### src/rtl/synth_pkg.sv
// Shared synthesiser definitions: note encoding, octave limits, button
// priority order and the note/octave/accident state payload.
package synth_pkg;

  localparam int unsigned NOTE_W   = 3;
  localparam int unsigned OCT_W    = 2;
  localparam int unsigned NUM_BTNS = 5;

  localparam logic [NOTE_W-1:0] NOTE_C = 3'd0;
  localparam logic [NOTE_W-1:0] NOTE_D = 3'd1;
  localparam logic [NOTE_W-1:0] NOTE_E = 3'd2;
  localparam logic [NOTE_W-1:0] NOTE_F = 3'd3;
  localparam logic [NOTE_W-1:0] NOTE_G = 3'd4;
  localparam logic [NOTE_W-1:0] NOTE_A = 3'd5;
  localparam logic [NOTE_W-1:0] NOTE_B = 3'd6;

  localparam logic [OCT_W-1:0] OCTAVE_MIN   = 2'd0;
  localparam logic [OCT_W-1:0] OCTAVE_MAX   = 2'd3;
  localparam logic [OCT_W-1:0] OCTAVE_RESET = 2'd1;

  // Button index; lower value wins when presses coincide.
  typedef enum logic [2:0] {
    BTN_UP     = 3'd0,
    BTN_DOWN   = 3'd1,
    BTN_RIGHT  = 3'd2,
    BTN_LEFT   = 3'd3,
    BTN_CENTER = 3'd4
  } btn_idx_e;

  typedef struct packed {
    logic [NOTE_W-1:0] note;
    logic [OCT_W-1:0]  octave;
    logic              accident;
  } note_state_t;

  localparam note_state_t STATE_RESET = '{note: NOTE_C, octave: OCTAVE_RESET, accident: 1'b0};

  // E and B have no sharp.
  function automatic logic has_sharp(input logic [NOTE_W-1:0] n);
    return !((n == NOTE_E) || (n == NOTE_B));
  endfunction

endpackage

### src/rtl/note_input_if.sv
// Front-panel bus: raw buttons in, note/octave/accident/changed out.
//   master : the note_input block (consumes buttons, drives note state)
//   slave  : board/downstream side (drives buttons, consumes note state)
interface note_input_if;
  import synth_pkg::*;

  logic              btn_up;
  logic              btn_down;
  logic              btn_right;
  logic              btn_left;
  logic              btn_center;
  logic [NOTE_W-1:0] note;
  logic [OCT_W-1:0]  octave;
  logic              accident;
  logic              changed;

  modport master (
    input  btn_up, btn_down, btn_right, btn_left, btn_center,
    output note, octave, accident, changed
  );

  modport slave (
    output btn_up, btn_down, btn_right, btn_left, btn_center,
    input  note, octave, accident, changed
  );

endinterface

### src/rtl/button_debounce.sv
// Two-flop synchroniser plus stable-count debouncer for one raw button.
// Ports:
//   clk, rst  : clock, async active-high reset
//   btn_raw   : asynchronous raw button level
//   level     : debounced level
//   press     : one-cycle pulse, registered, the cycle after level rises
module button_debounce #(
  parameter int unsigned DEBOUNCE_CYCLES = 262144
) (
  input  logic clk,
  input  logic rst,
  input  logic btn_raw,
  output logic level,
  output logic press
);

  localparam int unsigned      CNT_W    = $clog2(DEBOUNCE_CYCLES);
  localparam logic [CNT_W-1:0] CNT_LAST = CNT_W'(DEBOUNCE_CYCLES - 1);

  logic [1:0]       r_sync;
  logic [CNT_W-1:0] r_cnt;
  logic             r_level;
  logic             r_press;
  logic             w_differs;
  logic             w_accept;

  assign w_differs = r_sync[1] ^ r_level;
  assign w_accept  = w_differs && (r_cnt == CNT_LAST);

  // Synchroniser, stability counter and accepted level.
  always_ff @(posedge clk or posedge rst) begin
    if (rst) begin
      r_sync  <= 2'b00;
      r_cnt   <= '0;
      r_level <= 1'b0;
      r_press <= 1'b0;
    end else begin
      r_sync  <= {r_sync[0], btn_raw};
      r_press <= w_accept & r_sync[1];
      if (w_accept) begin
        r_level <= r_sync[1];
        r_cnt   <= '0;
      end else if (w_differs) begin
        r_cnt   <= r_cnt + CNT_W'(1);
      end else begin
        r_cnt   <= '0;
      end
    end
  end

  assign level = r_level;
  assign press = r_press;

endmodule

### src/rtl/note_input.sv
// Front-panel input: debounces five buttons and steps note/octave/accident.
// Ports:
//   clk, rst : clock, async active-high reset
//   bus      : note_input_if.master (buttons in; note, octave, accident,
//              changed out, all registered)
module note_input
  import synth_pkg::*;
#(
  parameter int unsigned DEBOUNCE_CYCLES = 262144
) (
  input  logic         clk,
  input  logic         rst,
  note_input_if.master bus
);

  logic [NUM_BTNS-1:0] w_btn_raw;
  logic [NUM_BTNS-1:0] w_press;
  logic [NUM_BTNS-1:0] w_unused_level;
  note_state_t         r_state;
  note_state_t         w_next;
  logic                r_changed;
  logic                w_changed;

  assign w_btn_raw[BTN_UP]     = bus.btn_up;
  assign w_btn_raw[BTN_DOWN]   = bus.btn_down;
  assign w_btn_raw[BTN_RIGHT]  = bus.btn_right;
  assign w_btn_raw[BTN_LEFT]   = bus.btn_left;
  assign w_btn_raw[BTN_CENTER] = bus.btn_center;

  for (genvar g = 0; g < NUM_BTNS; g++) begin : g_db
    button_debounce #(
      .DEBOUNCE_CYCLES(DEBOUNCE_CYCLES)
    ) u_db (
      .clk    (clk),
      .rst    (rst),
      .btn_raw(w_btn_raw[g]),
      .level  (w_unused_level[g]),
      .press  (w_press[g])
    );
  end

  // Highest-priority press selects the single update for this cycle.
  always_comb begin
    w_next = r_state;
    if (w_press[BTN_UP]) begin
      if (r_state.note == NOTE_B) begin
        if (r_state.octave != OCTAVE_MAX) begin
          w_next.note   = NOTE_C;
          w_next.octave = r_state.octave + OCT_W'(1);
        end
      end else begin
        w_next.note = r_state.note + NOTE_W'(1);
      end
    end else if (w_press[BTN_DOWN]) begin
      if (r_state.note == NOTE_C) begin
        if (r_state.octave != OCTAVE_MIN) begin
          w_next.note   = NOTE_B;
          w_next.octave = r_state.octave - OCT_W'(1);
        end
      end else begin
        w_next.note = r_state.note - NOTE_W'(1);
      end
    end else if (w_press[BTN_RIGHT]) begin
      if (r_state.octave != OCTAVE_MAX) begin
        w_next.octave = r_state.octave + OCT_W'(1);
      end
    end else if (w_press[BTN_LEFT]) begin
      if (r_state.octave != OCTAVE_MIN) begin
        w_next.octave = r_state.octave - OCT_W'(1);
      end
    end else if (w_press[BTN_CENTER]) begin
      if (has_sharp(r_state.note)) begin
        w_next.accident = ~r_state.accident;
      end
    end
    // Landing on E or B drops any sharp in the same update.
    if (!has_sharp(w_next.note)) begin
      w_next.accident = 1'b0;
    end
  end

  assign w_changed = (w_next != r_state);

  // Note state and change strobe.
  always_ff @(posedge clk or posedge rst) begin
    if (rst) begin
      r_state   <= STATE_RESET;
      r_changed <= 1'b0;
    end else begin
      r_state   <= w_next;
      r_changed <= w_changed;
    end
  end

  assign bus.note     = r_state.note;
  assign bus.octave   = r_state.octave;
  assign bus.accident = r_state.accident;
  assign bus.changed  = r_changed;

endmodule

### src/flat_wrapper.sv
// flat-port wrapper written by rule: the top's interface ports become plain ports
module note_input_flat import synth_pkg::*;
#(
  parameter int unsigned DEBOUNCE_CYCLES = 262144
)
  (clk, rst, bus_btn_up, bus_btn_down, bus_btn_right, bus_btn_left, bus_btn_center, bus_note, bus_octave, bus_accident, bus_changed);
  note_input_if bus_i ();
  input  logic clk;
  input  logic rst;
  input wire logic [$bits(bus_i.btn_up)-1:0] bus_btn_up;
  input wire logic [$bits(bus_i.btn_down)-1:0] bus_btn_down;
  input wire logic [$bits(bus_i.btn_right)-1:0] bus_btn_right;
  input wire logic [$bits(bus_i.btn_left)-1:0] bus_btn_left;
  input wire logic [$bits(bus_i.btn_center)-1:0] bus_btn_center;
  output wire logic [$bits(bus_i.note)-1:0] bus_note;
  output wire logic [$bits(bus_i.octave)-1:0] bus_octave;
  output wire logic [$bits(bus_i.accident)-1:0] bus_accident;
  output wire logic [$bits(bus_i.changed)-1:0] bus_changed;
  assign bus_i.btn_up = bus_btn_up;
  assign bus_i.btn_down = bus_btn_down;
  assign bus_i.btn_right = bus_btn_right;
  assign bus_i.btn_left = bus_btn_left;
  assign bus_i.btn_center = bus_btn_center;
  assign bus_note = bus_i.note;
  assign bus_octave = bus_i.octave;
  assign bus_accident = bus_i.accident;
  assign bus_changed = bus_i.changed;
  note_input #(.DEBOUNCE_CYCLES(DEBOUNCE_CYCLES)) u_core (.clk(clk), .rst(rst), .bus(bus_i));
endmodule
### config.mk
export PLATFORM = sky130hd
export DESIGN_NAME = note_input_flat
export DESIGN_NICKNAME = d
export VERILOG_FILES = /design/src/rtl/synth_pkg.sv /design/src/rtl/note_input_if.sv /design/src/rtl/button_debounce.sv /design/src/rtl/note_input.sv /design/src/flat_wrapper.sv
export SDC_FILE = /design/constraint.sdc
export NUM_CORES = 1
export LEC_CHECK = 0
export ABC_AREA = 1
export CAP_MARGIN = 40
export CELL_PAD_IN_SITES_DETAIL_PLACEMENT = 0
export CELL_PAD_IN_SITES_GLOBAL_PLACEMENT = 1
export CORE_MARGIN = 2
export CORE_UTILIZATION = 47
export DETAILED_ROUTE_END_ITERATION = 12
export PLACE_DENSITY_LB_ADDON = 0.12
export SLEW_MARGIN = 10
export SYNTH_ARGS = -nofsm -noshare
export SYNTH_HDL_FRONTEND = slang
export SYNTH_SLANG_ARGS = --single-unit
### constraint.sdc
create_clock -name clk -period 6 [get_ports clk]
set_clock_uncertainty 0.15 [all_clocks]
set_input_delay 1.8 -clock clk [delete_from_list [all_inputs] [get_ports clk]]
set_output_delay 1.8 -clock clk [all_outputs]
set_load 0.005 [all_outputs]
# ---- Word level (Yosys, flattened, before mapping)
# Cells that the tools add are included.
dict set report word_totals {
  register_bits 117
  latch_bits 0
  ramBits 0
  romBits 0
  inputBits 7
  output_inout_bits 7
  wordCells 94
  n_memories 0
}
dict set report classes {
  n_addsub 9
  n_mul 0
  n_div 0
  n_lt_le_gt_ge 0
  n_eq_ne 11
  n_shift 0
  mux 30
  n_bitwise 11
  reduce_logical 9
}
# operator n
set op_table {}
lappend op_table {{$mux W18} 10}
lappend op_table {{$add A18 B1 Y18 const B} 5}
lappend op_table {{$eq A18 B18 Y1 const B} 5}
lappend op_table {{$mux W5} 3}
lappend op_table {{$mux W2} 7}
lappend op_table {{$mux W3} 3}
lappend op_table {{$mux W1} 7}
lappend op_table {{$eq A3 B2 Y1 const B} 2}
lappend op_table {{$eq A3 B3 Y1 const B} 2}
lappend op_table {{$ne A6 B6 Y1} 1}
lappend op_table {{$and A1 B1 Y1} 5}
lappend op_table {{$logic_and A1 B1 Y1} 5}
lappend op_table {{$xor A1 B1 Y1} 5}
lappend op_table {{$add A3 B1 Y3 const B} 1}
lappend op_table {{$logic_not A3 Y1} 1}
lappend op_table {{$sub A3 B1 Y3 const B} 1}
lappend op_table {{$add A2 B1 Y2 const B} 1}
lappend op_table {{$logic_or A1 B1 Y1} 2}
lappend op_table {{$ne A2 B2 Y1 const B} 1}
lappend op_table {{$reduce_bool A2 Y1} 1}
lappend op_table {{$sub A2 B1 Y2 const B} 1}
lappend op_table {{$not A1 Y1} 1}

# ---- Longest topological paths before layout
# Gate-level depths: netlist (run 1).
dict set report logic_depth {
  depth_word 10
  mapped_depth 13
  mapped_depth_nobuf 13
}

# ---- By module
# Synthesis (run 1) repeated with hierarchy kept, for this count alone.
dict set report unflattened {
  hier_cells 804
  hier_area_um2 6580.1
}
# mod n_inst cells_per_inst area_each_um2
set modules_own_cells {}
lappend modules_own_cells {button_debounce 5 140 1182.4}
lappend modules_own_cells {note_input 1 104 668.1}

# ---- Least setup slack after synthesis (run 1)
# OpenSTA, ideal clock, no wires.
dict set report synth_timing {
  kind {flip-flop to output port}
  startpoint {reg u_core.r_state (netlist bit u_core.bus.octave[0])}
  endpoint {out bus_octave[0]}
  arrival_ns 0.507
  t_required_ns 4.050
  setup_slack_ns 3.543
  stages_incl_launch_ff 1
  path_buffers 0
  path_cell_list {dfstp_2}
}
# element line_no
set synth_lines {}
lappend synth_lines {{start: declaration} note_input.sv:19} ;# note_state_t r_state;
lappend synth_lines {{start signal: assignment} note_input.sv:90} ;# r_state <= w_next;
lappend synth_lines {{end: declaration} flat_wrapper.sv:16} ;# output wire logic [$bits(bus_i.octave)-1:0] bus_octave;
# No word-level cell between the ends.

# ---- Worst setup path after layout (run 1)
dict set report layout_timing {
  startpoint {reg u_core.r_state (netlist bit u_core.bus.octave[0])}
  endpoint {out bus_octave[0]}
}
# No word-level cell between the ends.

==> results of run 1 <==
sequential cells by signal (all words and copies together) (netlist names):
| register | count |
|---|---|
| u_core.g_db.u_db.r_sync | 10 |
| u_core.g_db.u_db.r_cnt | 90 |
| u_core.bus.changed | 1 |
| u_core.bus.accident | 1 |
| u_core.g_db.u_db.level | 5 |
| u_core.bus.octave | 2 |
| u_core.g_db.u_db.press | 5 |
| u_core.bus.note | 3 |
logic make-up (layout without fill, tap and decap cells):
logic type | Yosys count | after routing | share of synthesized area, %
XOR/XNOR | 39 | 39 | 5.44
adder cells (fa/ha/maj) | 9 | 9 | 1.79
buffers and inverters | 119 | 161 | 7.21
AO/OA/AOI/OAI | 50 | 50 | 4.76
AND/OR/NAND/NOR | 433 | 433 | 34.1
flip-flops | 117 | 117 | 46.7
layer usage:
metal	global-route usage [%]	share of wire, %
met1	26.4	47
met2	32.8	48
met3	4.13	2.4
met4	8.46	1.9
met5	0	0
power groups by stage:
| stage | clock network [mW] | logic [mW] | registers (mW) |
|---|---|---|---|
| finish | 0.930 | 0.0548 | 0.811 |
| global route | 0.990 | 0.0652 | 0.812 |
| CTS | 0.951 | 0.0576 | 0.811 |
| detailed placement | 0 | 0.0576 | 0.824 |
| global placement | 0 | 0.0557 | 0.824 |
| floorplan | 0 | 0.0394 | 0.822 |
layout make-up:
class / instances / share of cell area [%]
Sequential cell: 117 / 40.9
Multi-Input combinational cell: 531 / 40.4
Clock buffer: 27 / 6.88
Inverter: 114 / 6.04
Tap cell: 176 / 3.07
Timing Repair Buffer: 15 / 2.03
Clock inverter: 5 / 0.698
metrics by stage:
stage | power (mW) | instances | util, % | setup WS (ns)
final | 1.80 | 985 | 54.6 | 2.47
after global routing | 1.87 | 985 | 54.6 | 2.42
after CTS | 1.82 | 985 | 54.6 | 2.43
after detailed placement | 0.882 | 953 | 50.4 | 2.55
after global placement | 0.879 | 953 | 50.4 | 2.55
after floorplan | 0.861 | 767 | - | 0.951
cell usage in the layout, fill, tap and decap left out, types with 13 or more instances in the layout:
master,count
nand4_1,21
clkdlybuf4s50_1,13
xor2_1,26
nand2_1,150
inv_1,100
nor3_1,18
xnor2_1,13
o21ai_0,14
nor2_1,117
clkbuf_16,17
dfrtp_1,116
nand3_1,59
how the worst max path moves through the flow:
stage                                         from                        endpoint  slack [ns]  cells after the start
global route        u_core.bus.octave[0]$_DFF_PP1_                   bus_octave[0]        2.42                      1
CTS                 u_core.bus.octave[0]$_DFF_PP1_                   bus_octave[0]        2.43                      1
global placement                               rst  u_core.bus.octave[0]$_DFF_PP1_        2.55                      3
floorplan                                      rst   u_core.bus.accident$_DFF_PP0_        0.95                      1
finish              u_core.bus.octave[0]$_DFF_PP1_                   bus_octave[0]        2.47                      1
detailed placement                             rst  u_core.bus.octave[0]$_DFF_PP1_        2.55                      3
==> flow_metrics.tcl, run 1 <==
set metrics [dict create \
    hold_buffers 0 \
    synth_top_area_share_pct 46.2 \
    diodes 0 \
    clk_latency_ns 0.41 \
    portBuffers 13 \
    post_dp_cell_area_sq_um 6620 \
    crit_path_end_kind "primary output" \
    die_h_um 120 \
    powerDensity_nw_per_um2 251 \
    ctsResizeCount 0 \
    synth_area_leaders "dfrtp_1 (46%), nand2_1 (9.0%), nor2_1 (7.0%), inv_1 (6.0%), nand3_1 (4.7%)" \
    fillers 1265 \
    ant_nets 0 \
    grt_first_pass_wirelength_mm 23.3 \
    worstPathArrival_ns 1.58 \
    period_needed_ns 3.53 \
    start_util_pct 47.8 \
    dp_hpwl_mm 9.63 \
    drive_above_1_share_pct 12.1 \
    setup-violations-final 0 \
    avgSynthCellArea_sq_um 8.19 \
    tightest_slew_ns 0.701 \
    worstRegToRegCells 12 \
    fin_area_sq_um 7170 \
    slew_viol_final 0 \
    cts_tree "done" \
    power_frac_seq_pct 45.2 \
    p_sw_mw 0.381 \
    synth_top_cell_by_area "dfrtp_1" \
    path_class "flop to primary output" \
    antenna_found_initial 0 \
    area_growth_pct 14.1 \
    synth_seq_area_share_pct 46.7 \
    io_pins 14 \
    reg2reg_from "u_core.bus.note[0]$_DFF_PP0_" \
    synthTopCellsByCount "nand2_1 (150), nor2_1 (117), dfrtp_1 (116)" \
    p_int_mw 1.42 \
    clock_path_buffers 2 \
    critPathMaxFanout 10 \
    hold_class "flop to flop" \
    grt_pass1_vias 5061 \
    cpPeakStageDelay_ns 0.61 \
    gp_congestion 0.859 \
    coreArea_sq_um 13100 \
    cts_root_buf "clkbuf_16" \
    path_buf_inv 1 \
    grt_remaining_overflow 0 \
    synth-edff-count 0 \
    nNetsFinal 812 \
    leakage_nw 3.41 \
    wl_mm 12.9 \
    r2r_slack_ns 3.85 \
    clock-sinks 117 \
    synthCells 767 \
    vias_per_cell 5.06 \
    yosysWarnings 0 \
    ys_types 47 \
    synth_most_common_cell "nand2_1" \
    hold_ws_ns 0.196 \
    switching_share_pct 21.2 \
    status "complete, no violations" \
    die_x_um 120 \
    synth.net_count 783 \
    maxCapViolations 0 \
    slew_headroom_pct 53.3 \
    worstPathCellList "clkdlybuf4s50_1" \
    hold_viol 0 \
    clk_pin_slew_worst_paths_ns 0.05 \
    drtIter0Drc 283 \
    cp-start-kind "flop" \
    hold-path-endpoint "u_core.g_db[3].u_db.r_sync[1]$_DFF_PP0_" \
    cpLargestDelayFamily "flip-flops" \
    combPwrFrac_pct 3.1 \
    regArea_sq_um 2930 \
    drc_errors 0 \
    ctsHtreeMaxLevel 4 \
    ir_drop_mv 0.179 \
    grt_max_degree 57 \
    netlist_area_sq_um 6280 \
    rsz0062_at_grt "no" \
    finalSetupTns_ns 0 \
    cts_made_buffers 17 \
    timing.rr.end "u_core.bus.changed$_DFF_PP0_" \
    synthArstFlopShare_pct 100 \
    slowest_stage "dfstp_2" \
    num_rows 42 \
    synth_seq_cells 117 \
    worstHoldStart "u_core.g_db[3].u_db.r_sync[0]$_DFF_PP0_" \
    ys.flop_type "dfrtp_1" \
    die_area_sq_um 14300 \
    whs_path_depth 0 \
    fmax_mhz 283 \
    finalCritPeriodShare_pct 58.9 \
    clockPowerShare_pct 51.8 \
    cts_setup_buffers 0 \
    required_ns 4.05 \
    multiInputGateArea_sq_um 2900 \
    firstDrtPassIters 4 \
    grt_use_total_pct 20.2 \
    wl_per_cell_um 13.1 \
    vias 4981 \
]
Power figures use the tool's default switching activity.
==> run 2, diff against run 1 <==
Settings changed: CORE_UTILIZATION 47 to 43.
Clock period 6 ns to 2.97 ns, I/O delays scaled along.
==> run 2 against run 1 <==
  * Sequential share of layout area decreased by 0.65 points
  * Total power increased by 120%
  * Clock power increased by 130%
  * Clock-buffer cell count decreased by 9
  * Sequential power increased by 100%
  * Hold slack improved by 0.0089 ns
  * Critical endpoint unchanged
==> flow_metrics.tcl, run 2 (synthesis results as in run 1) <==
set metrics [dict create \
    cpLargestDelayFamily "flip-flops" \
    powerDensity_nw_per_um2 535 \
    switching_share_pct 21.2 \
    coreArea_sq_um 14400 \
    die_h_um 125 \
    hold_class "flop to flop" \
    drtIter0Drc 288 \
    cts_made_buffers 17 \
    portBuffers 13 \
    worstPathCellList "clkdlybuf4s50_1" \
    wl_per_cell_um 12.7 \
    gp_congestion 0.850 \
    worstHoldStart "u_core.g_db[4].u_db.r_sync[0]$_DFF_PP0_" \
    wl_mm 12.6 \
    combPwrFrac_pct 3.0 \
    reg2reg_from "u_core.bus.note[0]$_DFF_PP0_" \
    fmax_mhz 380 \
    p_sw_mw 0.825 \
    cpPeakStageDelay_ns 0.61 \
    maxCapViolations 0 \
    worstPathArrival_ns 1.59 \
    post_dp_cell_area_sq_um 6660 \
    slew_headroom_pct 70.3 \
    required_ns 1.93 \
    tightest_slew_ns 0.445 \
    diodes 0 \
    firstDrtPassIters 4 \
    drc_errors 0 \
    hold_buffers 0 \
    drive_above_1_share_pct 12.9 \
    clock-sinks 117 \
    hold_ws_ns 0.204 \
    setup-violations-final 0 \
    timing.rr.end "u_core.bus.changed$_DFF_PP0_" \
    slowest_stage "dfstp_2" \
    critPathMaxFanout 10 \
    ant_nets 0 \
    num_rows 44 \
    grt_use_total_pct 17.6 \
    p_int_mw 3.07 \
    fin_area_sq_um 7280 \
    cts_root_buf "clkbuf_16" \
    crit_path_end_kind "primary output" \
    worstRegToRegCells 12 \
    slew_viol_final 0 \
    mostFrequentLayoutCell "nand2_1" \
    period_needed_ns 2.63 \
    whs_path_depth 0 \
    vias_per_cell 4.88 \
    path_buf_inv 1 \
    clk_pin_slew_worst_paths_ns 0.05 \
    final_cell_mix "nand2_1 (150), nor2_1 (117), dfrtp_1 (116)" \
    utilization_pct 50.5 \
    start_util_pct 43.5 \
    grt_pass1_vias 4821 \
    io_pins 14 \
    finalSetupTns_ns 0 \
    clk_latency_ns 0.41 \
    dp_hpwl_mm 8.98 \
    die_x_um 125 \
    area_growth_pct 16.0 \
    hold_viol 0 \
    clockPowerShare_pct 55.0 \
    ctsResizeCount 0 \
    ctsHtreeMaxLevel 4 \
    vias 4837 \
    path_class "flop to primary output" \
    power_frac_seq_pct 42.1 \
    leakage_nw 3.44 \
    grt_max_degree 57 \
    regMostFlops "u_core.g_db.u_db.r_cnt" \
    grt_first_pass_wirelength_mm 22.4 \
    finalCritPeriodShare_pct 88.7 \
    status "complete, no violations" \
    hold-path-endpoint "u_core.g_db[4].u_db.r_sync[1]$_DFF_PP0_" \
    antenna_found_initial 0 \
    ir_drop_mv 0.461 \
    largestRegisters "u_core.g_db.u_db.r_cnt x90, u_core.g_db.u_db.r_sync x10" \
    cts_setup_buffers 0 \
    clock_path_buffers 2 \
    largest_reg_flops 90 \
    nNetsFinal 812 \
    rsz0062_at_grt "no" \
    cp-start-kind "flop" \
    r2r_slack_ns 0.90 \
    grt_remaining_overflow 0 \
    cts_tree "done" \
    fin_total_pwr_mw 3.89 \
    die_area_sq_um 15600 \
]
==> run 2: cell count changes in the layout (fill, tap and decap cells not counted), sizes merged <==
cell,before,now
clkinvlp,0,5
clkbuf,27,18
bufinv,1,4
clkinv,4,5
inv,114,113
==> run 2: layer usage <==
layer  vias to the layer above  part of all wire [%]  wire length [um]  GRT usage [%]
met4                         0                   1.1               140           4.90
met1                      2265                    50              6350           24.1
met2                        33                    46              5770           27.7
li1                       2531                     -                 -              -
met3                         8                   2.5               316           4.60
met5                         -                     0                 0              0
==> run 2: worst max path at each step <==
| stage | from | to | slack [ns] | cells past startpoint |
|---|---|---|---|---|
| after floorplan | rst | u_core.bus.accident$_DFF_PP0_ | 0.50 | 1 |
| after global placement | u_core.bus.octave[0]$_DFF_PP1_ | bus_octave[0] | 0.77 | 1 |
| after detailed placement | u_core.bus.octave[0]$_DFF_PP1_ | bus_octave[0] | 0.77 | 1 |
| after CTS | u_core.bus.octave[0]$_DFF_PP1_ | bus_octave[0] | 0.32 | 1 |
| after global routing | u_core.bus.octave[0]$_DFF_PP1_ | bus_octave[0] | 0.28 | 1 |
| final | u_core.bus.octave[0]$_DFF_PP1_ | bus_octave[0] | 0.34 | 1 |
==> run 2: power groups by stage <==
stage	Combinational, mW	Clock (mW)	Sequential (mW)
after floorplan	0.0800	0	1.66
after global routing	0.134	2.29	1.64
final	0.115	2.14	1.64
after global placement	0.118	0	1.66
after CTS	0.120	2.20	1.64
after detailed placement	0.120	0	1.66
==> run 2: final cells by class <==
cell class              count  area [sq um]
fillers                  1392          7140
flip-flops and latches    117          2930
multi-input cells         531          2900
clock buffers              18           439
inverters                 114           434
well taps                 184           230
clock inverters            13           183
repair buffers             15           170
==> run 2: metrics by stage <==
step	instances	worst slack (ns)
after detailed placement	961	0.767
after CTS	992	0.317
after global placement	961	0.772
final	992	0.336
after global routing	992	0.282
after floorplan	767	0.502
==> run 2: worst register-to-register path, cell delays in order (launching register included) <==
cell,delay (ns)
dfrtp_1,0.42
inv_1,0.14
ha_1,0.25
nand2_1,0.16
inv_2,0.07
nand2_1,0.11
inv_1,0.05
o21ai_1,0.15
nand2_1,0.12
nand2_1,0.07
nand2_1,0.05
nor2_1,0.09
nand4_1,0.11
==> edit 1 (settings of run 1) <==
Set the package constant `NOTE_W` to 6 (it was 3).
--- a/src/rtl/synth_pkg.sv
+++ b/src/rtl/synth_pkg.sv
@@ -2,7 +2,7 @@
 // priority order and the note/octave/accident state payload.
 package synth_pkg;
 
-  localparam int unsigned NOTE_W   = 3;
+  localparam int unsigned NOTE_W   = 6;
   localparam int unsigned OCT_W    = 2;
   localparam int unsigned NUM_BTNS = 5;
 
Interface: changed (resized bus_note); port bits go from 14 to 17. No check against the original RTL was run, so the function may have changed too.
==> edit 1 against run 1 <==
First-iteration DRC count increased by 31%. Design area up 4.1%. Final cell count up 4.9%. Critical path type unchanged. Power rose by 7.5%. Critical endpoint is now bus_octave[1]. Sequential cell count rose by 3. Largest cell class unchanged. Setup slack better by 0.067 ns. Area after synthesis up 2.3%. Wire length fell by 3.8%.
==> edit 1: results (changes against run 1) <==
status finished clean (unchanged); register area share after synthesis 0.4676 (was 0.4665); switch share 0.1993 (was 0.2120); critical path data arrival time 1.52 ns (was 1.58 ns); top cells by count, synth nand2_1 (186), inv_1 (123), dfrtp_1 (119) (was nand2_1 (150), nor2_1 (117), dfrtp_1 (116)); ranking of synthesized cells by area dfrtp_1 (46%), nand2_1 (11%), inv_1 (7.2%), nor2_1 (6.8%), nand3_1 (4.4%) (was dfrtp_1 (46%), nand2_1 (9.0%), nor2_1 (7.0%), inv_1 (6.0%), nand3_1 (4.7%)); Synth Flop Type dfrtp_1 (unchanged); Slowest-stage cell, CP clkdlybuf4s50_1 (was dfstp_2); Synth Net Count 828 (was 783); Synth Area in Adders 0.01753 (was 0.01794); Fillers 1189 (was 1265); Nets 861 (was 812); slowest stage delay, CP 0.59 ns (was 0.61 ns); Max IR drop VDD 209.2 uV (was 178.9 uV); global-route wire length before repair 21800 um (was 23260 um); Leakage 0.003677 uW (was 0.003415 uW); number of global-route vias before repair 4853 (was 5061); fraction of registers with async set/reset 1.000 (unchanged); DR iter-0 viols 372 (was 283); worst slew pin tran 0.6353 ns (was 0.7006 ns); P_comb 56.2 uW (was 54.8 uW); layout cells sized above 1 0.1132 (was 0.1211); drt first pass iters 5 (was 4); largest net degree at the start of global routing 54 (was 57); Setup crit start u_core.bus.octave[1] (was u_core.bus.octave[0]); Placer Congestion 0.8019 (was 0.8589); IO buf count 16 (was 13); register bank with the most flops u_core.g_db.u_db.r_cnt (unchanged); Netlist cell types 39 (was 47); R2R cell count 9 (was 12); HPWL after DPL 9148 um (was 9629 um); GR Util All Layers 0.1863 (was 0.2020); PnR worst setup slack 2.533 ns (was 2.466 ns); Via density 4.913 (was 5.057); Seq. pwr 830 uW (was 811 uW); max reg flops 90 (unchanged); Compound-Gate Fraction of Synth Area 0.05628 (was 0.04763); pre-CTS WS 2.775 ns (was 2.554 ns); xor and xnor area share after synthesis 0.04362 (was 0.05440); Crit path max-delay family buffers and inverters (was flip-flops); r2r setup slk 3.67 ns (was 3.85 ns); Wirelength per Cell 12.03 um (was 13.11 um); Worst Setup EP bus_octave[1] (was bus_octave[0])
[edit 1: logic make-up after synthesis]
family / after synthesis
AND/OR/NAND/NOR: 456
buffers and inverters: 134
flip-flops: 120
AO/OA/AOI/OAI: 61
XOR/XNOR: 32
adder cells (fa/ha/maj): 9
[edit 1: through the flow]
step                area, um^2  hold slack [ns]    util  instances
global placement          6777           0.1851  0.5097        996
detailed placement        6842           0.1855  0.5146       1002
floorplan                 6425           0.1812       -        812
global route              7458           0.2041  0.5610       1033
CTS                       7458           0.1975  0.5610       1033
finish                    7458           0.1952  0.5610       1033
[edit 1: per-layer routing]
metal | up-vias | track usage | share of wire
met5 | - | 0 | 0
met4 | 0 | 0.07195 | 0.010
met3 | 7 | 0.03947 | 0.022
met2 | 49 | 0.2914 | 0.47
met1 | 2364 | 0.2541 | 0.50
li1 | 2655 | - | -
[edit 1: layout make-up]
| cell class | instances | area, um^2 | area share |
|---|---|---|---|
| flip-flops and latches | 120 | 3004 | 0.4028 |
| clock inverters | 7 | 115.1 | 0.01543 |
| well taps | 176 | 220.2 | 0.02953 |
| repair buffers | 24 | 240.2 | 0.03221 |
| inverters | 124 | 467.9 | 0.06274 |
| multi-input cells | 558 | 2909 | 0.3900 |
| clock buffers | 24 | 501.7 | 0.06727 |
[edit 1: worst min path at each step]
stage / to / slack [ns] / cells past startpoint
after detailed placement: u_core.g_db[4].u_db.r_sync[1] / 0.19 / 0
after global placement: u_core.g_db[4].u_db.r_sync[1] / 0.19 / 0
after global routing: u_core.g_db[4].u_db.r_sync[1] / 0.20 / 0
after floorplan: u_core.g_db[0].u_db.r_sync[1] / 0.18 / 0
final: u_core.g_db[3].u_db.r_sync[1] / 0.20 / 0
after CTS: u_core.g_db[4].u_db.r_sync[1] / 0.20 / 0
==> edit 2 (config.mk and constraints of run 1) <==
Made on the original files. Reset style: synchronous (`rst`), changed in 2 clocked blocks. Comments in the files are not updated.
--- a/src/rtl/button_debounce.sv
+++ b/src/rtl/button_debounce.sv
@@ -28,7 +28,7 @@
   assign w_accept  = w_differs && (r_cnt == CNT_LAST);
 
   // Synchroniser, stability counter and accepted level.
-  always_ff @(posedge clk or posedge rst) begin
+  always_ff @(posedge clk) begin
     if (rst) begin
       r_sync  <= 2'b00;
       r_cnt   <= '0;
--- a/src/rtl/note_input.sv
+++ b/src/rtl/note_input.sv
@@ -82,7 +82,7 @@
   assign w_changed = (w_next != r_state);
 
   // Note state and change strobe.
-  always_ff @(posedge clk or posedge rst) begin
+  always_ff @(posedge clk) begin
     if (rst) begin
       r_state   <= STATE_RESET;
       r_changed <= 1'b0;
Check against the original RTL: same outputs for any inputs over 10 cycles, from zero or initial values and one cycle with rst high; that may be too few to reach the edited logic, so the function may still have changed.
==> edit 2 against run 1 <==
Area after synthesis shrank 13%. Critical path depth did not move. Count of clock-buffer cells in the layout is 2 higher. Setup slack improved by 0.058 ns. Combinational power fell by 41%. Power is 0.10% lower. Design area shrank 13%. Via count decreased by 15%. Sequential cell count is the same. Die area decreased by 13%. Largest cell class is now multi-input gates. Final cell count down 9.4%. Register-to-register slack better by 0.02 ns. Critical path type unchanged. Sequential share of layout area decreased by 3.4 points. Wire length fell by 29%.
==> edit 2: results (changes against run 1) <==
initial antenna violation count 0 (unchanged); placed cells 860 (was 953); Metal-1 WL 4608 um (was 6113 um); clk_lat worst skew 0.41 ns (about the same); register area share after synthesis 0.4300 (was 0.4665); Highest Signal Layer met4 (unchanged); Nets 752 (was 812); routed wl met2 4218 um (was 6249 um); slowest stage delay, CP 0.57 ns (was 0.61 ns); met3 Use GR 0.05716 (was 0.04135); GR Util All Layers 0.1601 (was 0.2020); ranking of synthesized cells by area dfxtp_1 (43%), nand2_1 (9.2%), nor2_1 (8.5%), inv_1 (5.7%), xor2_1 (4.3%) (was dfrtp_1 (46%), nand2_1 (9.0%), nor2_1 (7.0%), inv_1 (6.0%), nand3_1 (4.7%)); Total Wirelength 9167 um (was 12910 um); DP Area 5677 um^2 (was 6624 um^2); Bufs on Longest Clock Path 2 (unchanged); Seq. pwr 788 uW (was 811 uW); RR Startpoint u_core.bus.note[0] (unchanged); number of global-route vias before repair 3867 (was 5061); critical hold path startpoint u_core.g_db[4].u_db.r_sync[0] (was u_core.g_db[3].u_db.r_sync[0]); HPWL after DPL 6484 um (was 9629 um); synth warn 0 (unchanged); Netlist cell types 38 (was 47); Num CTS Buffers 17 (unchanged); Diodes inserted 0 (unchanged); fraction of registers with async set/reset 0 (was 1.000); H-tree depth 4 (unchanged); Syn Area/Cell 7.628 um^2 (was 8.186 um^2); Logic pwr share 0.018 (was 0.031); met3 WL 234 um (was 307 um); Slowest-stage cell, CP clkdlybuf4s50_1 (was dfstp_2); critical path fanouts, max 11 (was 10); GR Layer Usage met2 0.2598 (was 0.3275); Crit path max-delay family buffers and inverters (was flip-flops); Synth Flop Type dfxtp_1 (was dfrtp_1); Synth Net Count 730 (was 783); Design Power 1794 uW (was 1796 uW); Via density 4.772 (was 5.057); met1 Track Usage GR 0.1942 (was 0.2643); global-route wire length before repair 16370 um (was 23260 um); critical path data arrival time 1.53 ns (was 1.58 ns); Fillers 1041 (was 1265); Wirelength per Cell 10.28 um (was 13.11 um); status finished clean (unchanged); IO buf count 13 (unchanged); Placer Congestion 0.8238 (was 0.8589); pre-CTS WS 2.167 ns (was 2.554 ns); P_int 1452 uW (was 1415 uW); setup repair bufs after CTS 0 (unchanged); layout cells sized above 1 0.1055 (was 0.1211); Relative slew margins 0.6768 (was 0.5330); top cells by count, synth nand2_1 (133), nor2_1 (124), dfxtp_1 (117) (was nand2_1 (150), nor2_1 (117), dfrtp_1 (116)); Setup crit start u_core.bus.octave[0] (unchanged); DR iter-0 viols 269 (was 283); Leakage 0.002327 uW (was 0.003415 uW); largest net degree at the start of global routing 21 (was 57); Max IR drop VDD 266.2 uV (was 178.9 uV); Setup TNS 0 ns (unchanged)
==> edit 2: final timing paths <==
path,to,slack (ns),cells past startpoint
setup reg to reg,u_core.bus.changed,3.87,12
setup / recovery,bus_octave[0],2.52,1
hold / removal,u_core.g_db[4].u_db.r_sync[1],0.25,2
hold reg to reg,u_core.g_db[4].u_db.r_sync[1],0.25,2
==> edit 2: logic make-up (layout without fill, tap and decap cells) <==
family                     Yosys count  in the layout  synth area share
and+or+nand+nor                    400            400            0.3542
DFF                                117            117            0.4300
buffers and inverters               96            131           0.07443
adders and majority gates            9              9           0.02068
AOI/OAI and AO/OA                   42             42           0.04020
xor gates and xnor gates            50             50           0.08040
==> edit 2: cell type report <==
cell class	count	area, um^2	area share
Inverter	85	319.1	0.05103
Sequential cell	117	2342	0.3746
Clock inverter	3	65.06	0.01041
Clock buffer	29	510.5	0.08165
Multi-Input combinational cell	501	2699	0.4317
Tap cell	143	178.9	0.02862
Timing Repair Buffer	14	137.6	0.02201
